===== src/rtl/hb_pkg.sv =====
// Shared types and helpers for the heartbeat PWM engine: mode encodings,
// the lub-dub brightness envelope and the phase increment constant.
package hb_pkg;

  typedef enum logic [1:0] {
    MODE_OFF    = 2'd0,
    MODE_STEADY = 2'd1,
    MODE_HEART  = 2'd2,
    MODE_RIPPLE = 2'd3
  } mode_e;

  localparam int PHASE_W = 40;

  // Two-hump envelope over one beat: tall "lub" peaking at 240, then a
  // smaller "dub" peaking at 132, dark for the rest of the cycle.
  function automatic logic [7:0] hb_env(input logic [7:0] p);
    logic [7:0] e;
    e = 8'd0;
    if (p <= 8'd15)                      e = 8'(p << 4);
    else if (p <= 8'd31)                 e = 8'((8'd31 - p) << 4);
    else if (p >= 8'd48 && p <= 8'd59)   e = (p - 8'd48) * 8'd12;
    else if (p >= 8'd60 && p <= 8'd71)   e = (8'd71 - p) * 8'd12;
    return e;
  endfunction

  // Per-bpm phase increment: one bpm unit advances the 40-bit accumulator
  // by 2^40 / (60 * clk_hz), rounded to nearest.
  function automatic logic [PHASE_W-1:0] calc_k(input longint unsigned clk_hz);
    longint unsigned d;
    d = 64'd60 * clk_hz;
    return PHASE_W'(((64'd1 << PHASE_W) + (d >> 1)) / d);
  endfunction

endpackage


===== src/rtl/heartbeat_pwm_engine_if.sv =====
// Control/status bundle between the switch/key front end and the engine.
interface heartbeat_pwm_engine_if #(
  parameter int N_LED = 8
);
  logic [1:0]       mode;
  logic             bpm_up;
  logic             bpm_dn;
  logic [N_LED-1:0] led;
  logic [7:0]       bpm;
  logic             beat;

  modport master (output mode, bpm_up, bpm_dn, input led, bpm, beat);
  modport slave  (input mode, bpm_up, bpm_dn, output led, bpm, beat);
endinterface


===== src/rtl/hb_pwm_channel.sv =====
// One LED lane: registered duty-vs-counter compare with off/steady overrides.
module hb_pwm_channel
  import hb_pkg::*;
(
  input  logic       clk,
  input  logic       rst_n,
  input  logic [7:0] duty,
  input  logic [7:0] pwm_cnt,
  input  mode_e      mode,
  output logic       led
);

  logic led_d, led_q;

  // lit while duty exceeds the counter, so duty 0 is fully dark
  always_comb begin
    led_d = 1'b0;
    unique case (mode)
      MODE_OFF:    led_d = 1'b0;
      MODE_STEADY: led_d = 1'b1;
      default:     led_d = (duty > pwm_cnt);
    endcase
  end

  // output register, cleared on reset
  always_ff @(posedge clk) begin
    if (!rst_n) led_q <= 1'b0;
    else        led_q <= led_d;
  end

  assign led = led_q;

endmodule


===== src/rtl/heartbeat_pwm_engine.sv =====
// N-channel heartbeat/breathing LED engine: bpm register with saturating
// step control, 40-bit phase accumulator, shared PWM counter, beat strobe.
module heartbeat_pwm_engine
  import hb_pkg::*;
#(
  parameter int CLK_HZ       = 12_000_000,
  parameter int N_LED        = 8,
  parameter int BPM_MIN      = 40,
  parameter int BPM_MAX      = 180,
  parameter int BPM_DEFAULT  = 72,
  parameter int BPM_STEP     = 4,
  parameter int PHASE_SPREAD = 8
) (
  input  logic                  clk,
  input  logic                  rst_n,
  heartbeat_pwm_engine_if.slave hb
);

  localparam logic [PHASE_W-1:0] K = calc_k(longint'(CLK_HZ));

  logic [7:0]         bpm_q, bpm_d;
  logic [PHASE_W-1:0] phase_acc_q, phase_acc_d;
  logic [7:0]         pwm_cnt_q, pwm_cnt_d;
  logic               beat_q, beat_d;

  logic [PHASE_W:0]   acc_sum;
  logic [8:0]         bpm_inc, bpm_dec;
  logic [7:0]         phase;
  mode_e              mode;
  logic [N_LED-1:0]   led;

  assign mode  = mode_e'(hb.mode);
  assign phase = phase_acc_q[PHASE_W-1:PHASE_W-8];

  // next state: bpm steps are computed 9 bits wide so clamping sees any
  // overflow/underflow; the accumulator carry-out is the beat strobe
  always_comb begin
    acc_sum     = {1'b0, phase_acc_q} + {1'b0, PHASE_W'(bpm_q) * K};
    bpm_inc     = {1'b0, bpm_q} + 9'(BPM_STEP);
    bpm_dec     = {1'b0, bpm_q} - 9'(BPM_STEP);
    bpm_d       = bpm_q;
    if (hb.bpm_up && !hb.bpm_dn)
      bpm_d = (bpm_inc > 9'(BPM_MAX)) ? 8'(BPM_MAX) : bpm_inc[7:0];
    else if (hb.bpm_dn && !hb.bpm_up)
      bpm_d = (bpm_dec[8] || bpm_dec < 9'(BPM_MIN)) ? 8'(BPM_MIN) : bpm_dec[7:0];
    phase_acc_d = acc_sum[PHASE_W-1:0];
    pwm_cnt_d   = pwm_cnt_q + 8'd1;
    beat_d      = acc_sum[PHASE_W];
  end

  // state registers; a bpm change never touches the accumulator
  always_ff @(posedge clk) begin
    if (!rst_n) begin
      bpm_q       <= 8'(BPM_DEFAULT);
      phase_acc_q <= '0;
      pwm_cnt_q   <= 8'd0;
      beat_q      <= 1'b0;
    end else begin
      bpm_q       <= bpm_d;
      phase_acc_q <= phase_acc_d;
      pwm_cnt_q   <= pwm_cnt_d;
      beat_q      <= beat_d;
    end
  end

  for (genvar i = 0; i < N_LED; i++) begin : g_lane
    logic [7:0] lane_phase, duty;
    // ripple mode delays each lane by i*PHASE_SPREAD phase units
    assign lane_phase = (mode == MODE_RIPPLE) ? phase - 8'(i * PHASE_SPREAD) : phase;
    assign duty       = hb_env(lane_phase);
    hb_pwm_channel u_ch (
      .clk     (clk),
      .rst_n   (rst_n),
      .duty    (duty),
      .pwm_cnt (pwm_cnt_q),
      .mode    (mode),
      .led     (led[i])
    );
  end

  assign hb.led  = led;
  assign hb.bpm  = bpm_q;
  assign hb.beat = beat_q;

endmodule

===== src/flat_wrapper.sv =====
// flat-port wrapper written by rule: the top's interface ports become plain ports
module heartbeat_pwm_engine_flat import hb_pkg::*;
#(
  parameter int CLK_HZ       = 12_000_000,
  parameter int N_LED        = 8,
  parameter int BPM_MIN      = 40,
  parameter int BPM_MAX      = 180,
  parameter int BPM_DEFAULT  = 72,
  parameter int BPM_STEP     = 4,
  parameter int PHASE_SPREAD = 8
)
  (clk, rst_n, hb_mode, hb_bpm_up, hb_bpm_dn, hb_led, hb_bpm, hb_beat);
  heartbeat_pwm_engine_if #(.N_LED(N_LED)) hb_i ();
  input  logic clk;
  input  logic rst_n;
  input wire logic [$bits(hb_i.mode)-1:0] hb_mode;
  input wire logic [$bits(hb_i.bpm_up)-1:0] hb_bpm_up;
  input wire logic [$bits(hb_i.bpm_dn)-1:0] hb_bpm_dn;
  output wire logic [$bits(hb_i.led)-1:0] hb_led;
  output wire logic [$bits(hb_i.bpm)-1:0] hb_bpm;
  output wire logic [$bits(hb_i.beat)-1:0] hb_beat;
  assign hb_i.mode = hb_mode;
  assign hb_i.bpm_up = hb_bpm_up;
  assign hb_i.bpm_dn = hb_bpm_dn;
  assign hb_led = hb_i.led;
  assign hb_bpm = hb_i.bpm;
  assign hb_beat = hb_i.beat;
  heartbeat_pwm_engine #(.CLK_HZ(CLK_HZ), .N_LED(N_LED), .BPM_MIN(BPM_MIN), .BPM_MAX(BPM_MAX), .BPM_DEFAULT(BPM_DEFAULT), .BPM_STEP(BPM_STEP), .PHASE_SPREAD(PHASE_SPREAD)) u_core (.clk(clk), .rst_n(rst_n), .hb(hb_i));
endmodule

===== config.mk =====
export PLATFORM = sky130hd
export DESIGN_NAME = heartbeat_pwm_engine_flat
export DESIGN_NICKNAME = d
export VERILOG_FILES = /design/src/rtl/hb_pkg.sv /design/src/rtl/heartbeat_pwm_engine_if.sv /design/src/rtl/hb_pwm_channel.sv /design/src/rtl/heartbeat_pwm_engine.sv /design/src/flat_wrapper.sv
export SDC_FILE = /design/constraint.sdc
export NUM_CORES = 1
export LEC_CHECK = 0
export CORE_UTILIZATION = 64
export CTS_CLUSTER_SIZE = 28
export DETAILED_ROUTE_END_ITERATION = 10
export MAX_ROUTING_LAYER = met4
export PLACE_DENSITY = 0.86
export SETUP_SLACK_MARGIN = 0.3
export SYNTH_ARGS = -nofsm -noshare
export SYNTH_HDL_FRONTEND = slang
export SYNTH_SLANG_ARGS = --single-unit

===== constraint.sdc =====
create_clock -name clk -period 5.7 [get_ports clk]
set_input_delay 0.57 -clock clk [delete_from_list [all_inputs] [get_ports clk]]
set_output_delay 0.57 -clock clk [all_outputs]
set_load 0.1 [all_outputs]

==> metrics.txt <==
Diodes inserted=0; largest net degree at the start of global routing=29; # nets final=about 1400; Max Cap Violations=0; Initial Util=65.6%; clock buffer depth=2; most common cell after layout, fill and taps aside=ha_1; CP Data Required Time=5.95 ns; Clock Pin Slew Worst Setup and Hold Paths=about 0.05 ns; Starting DRT DRC Count=~870; share of cells above drive strength 1=about 4.4%; Clock Sinks=about 60; Pint=around 2200 uW; async set or reset register ratio after synthesis=0%; Top FF cell, synth=dfxtp_1; Critical Path AT=5.30 ns; switching power total=approximately 2200 uW; setup_tns=0 ns; worst-margin pin slew=0.976 ns; Peak Freq=0.198 GHz; detailed placer's ending HPWL=19200 um; Clk pwr share=around 12%; Crit Path Category=reg2reg; CTS tree=done; Avg Inst Size Synth=~7.8 um^2; via/cell ratio=6.25; most frequent cells in the layout=153 x ha_1, 118 x nor2_1, 115 x inv_1; unrepaired setup endpoints after global routing=false; hold_buf cts=0; synthesized instance count=1229; Post-synth EDFFs=0; Lkg Pwr=roughly 0.0044 uW; number of global-route vias before repair=around 8000; critical path startpoint category=flop; Sequential Power Share=about an eighth; Comb power frac=approximately 75%; Hold Crit Depth=1; min-delay worst type=reg2reg; DR WL/cell=roughly 18 um; Seq/Total Area, Yosys=roughly 13%; total gr overflow=0; FP Rows=44; # fillers=~1200; residual DRC count=0; PwrDens=~440 nW/um^2; Reg2Reg Depth=17; mapped cell area=about 9500 um^2; via count=about 8800; post-CTS sizing=0; CTS Buf Count=9; post-synth cell types=roughly 80; ANT nets after route=0; dpl ws=0.693 ns; Reg2Reg Launch Point=u_core.hb.bpm[2]; Setup Buffers After CTS=0; worst reg2reg path endpoint=u_core.phase_acc_q[33]; Final Hold Violating Endpoints=0; Final setup viols=0; setup slack after layout=between 0.6 and 0.7 ns; core area=approximately 15000 um^2; first-pass iteration count of the detailed router=6; R2R Setup Slk=roughly 0.66 ns; FF/Latch Area=around 1200 um^2; Slew Limit Fails=0; synthesis warning total=0; area of the multi-input gates=between 7000 and 8000 um^2; htree depth=3; die height=between 100 and 150 um; final wirelength=~25000 um; maximum VDD drop=between 0.4 and 0.5 mV; fin crit share=approximately nine tenths; minimum clock period=5.04 ns; outcome=finished, final reports clean; I/O pin cnt=23; Slew HR=approximately a third; chip width=between 100 and 150 um; Clock Skew=between 0.007 and 0.008 ns; Synth area leaders=ha_1 20%, dfxtp_1 13%, fa_1 7.6%, xnor2_1 6.5%, a21oi_1 5.5%; Yosys top cell by area=ha_1; Final Non-Filler Cells=1401; GRT Overall Usage=roughly a third; global-route wire length before repair=approximately 40000 um; #FFs+latches synth=61; # port buffers=20; crit path max fanout=11; Switching Share=about half; die area=15400 um^2; CP Capture Type=flop; fin util=between 60% and 70%; hold path start=u_core.pwm_cnt_q[0]; hold path endpoint=u_core.pwm_cnt_q[0]; gp weighted congestion=slightly above 1; later-pin clock latency in the skew report=about 0.34 ns; post-synth top area share=between 20% and 30%; initial antenna violation count=0; Placed Cells=about 1400; CTS root buf=clkbuf_16; Syn-to-layout area delta=5.41%
-- through the flow --
stage	hold WS, ns	power, uW	cell area [um^2]
floorplan	0.417	3180	9540
global placement	0.427	3670	9750
detailed placement	0.446	3780	9750
CTS	0.459	4390	10000
global route	0.494	4920	10000
finish	0.450	4430	10000
-- metal layers --
layer,global-route usage [%],wire length [um],vias up
met5,-,0,-
met4,8.93,393,0
met3,7.51,2360,37
met2,50.6,10800,395
met1,48.3,11400,4084
li1,-,-,4244
-- cell families (layout without fill, tap and decap cells) --
group	after synthesis	count (layout)	synth area share (%)
other	2	4	0.0788
buffers and inverters	184	170	8.03
AO/OA/AOI/OAI	288	288	19.3
adder cells (fa/ha/maj)	189	189	27.6
XOR/XNOR	93	93	8.74
AND/OR/NAND/NOR	380	380	20.0
multiplexers	32	32	3.41
flip-flops	61	61	12.8
-- registers in the layout (all words and copies together), names as in the netlist --
| name | flops |
|---|---|
| u_core.g_lane.u_ch.led | 8 |
| u_core.hb.bpm | 6 |
| u_core.hb.beat | 1 |
| u_core.pwm_cnt_q | 8 |
| u_core.phase_acc_q | 38 |
-- power by group through the flow --
stage | Clock [uW] | Combinational (uW) | Sequential (uW)
after CTS | 551 | 3280 | 558
final | 545 | 3330 | 558
after detailed placement | 0 | 3220 | 567
after floorplan | 0 | 2590 | 592
after global placement | 0 | 3100 | 563
after global routing | 575 | 3780 | 566
-- final cells by class --
cell class | instances | share of cell area, %
inverters | 122 | 4.58
well taps | 184 | 2.29
repair buffers | 32 | 2.89
flip-flops and latches | 61 | 12.2
multi-input cells | 986 | 75.2
clock inverters | 5 | 0.498
clock buffers | 11 | 2.42
-- critical path, stage by stage (launching register included) --
cell and delay, ns:
dfxtp_1 0.57, inv_1 0.17, ha_1 0.45, inv_1 0.10, fa_1 0.50, inv_1 0.06, fa_1 0.55, inv_1 0.07
fa_1 0.53, inv_1 0.05, ha_1 0.36, o211ai_1 0.17, a21oi_1 0.24, o2111a_1 0.24, o21ai_1 0.07, buf_4 0.18
or4_1 0.49, a21oi_1 0.15
-- Yosys cell counts, drive strengths merged (13+ instances only) --
cell type  instances
dfxtp             61
and2              15
nand3             40
xnor2             72
clkbuf            33
a21oi            106
nor2             120
mux2i             31
o31ai             13
nand4             17
a211oi            15
nor2b             20
buf               29
o21ai             52
xor2              21
ha               153
fa                36
inv              118
nand2             84
nor3              20
o22ai             16
-- worst max-delay path by stage --
| stage | from | end | slack, ns | cells after the start |
|---|---|---|---|---|
| 2_1_floorplan | u_core.hb.bpm[5] | u_core.phase_acc_q[33] | 0.44 | 15 |
| 3_5_place_dp | hb_mode[0] | u_core.g_lane[7].u_ch.led | 0.69 | 17 |
| 4_1_cts | u_core.hb.bpm[5] | u_core.phase_acc_q[33] | 0.67 | 16 |
| 5_1_grt | u_core.hb.bpm[2] | u_core.phase_acc_q[33] | 0.41 | 17 |
| 3_3_place_gp | hb_mode[0] | u_core.g_lane[7].u_ch.led | 0.77 | 17 |
| 6_report | u_core.hb.bpm[2] | u_core.phase_acc_q[33] | 0.66 | 17 |
Power figures use the tool's default switching activity.
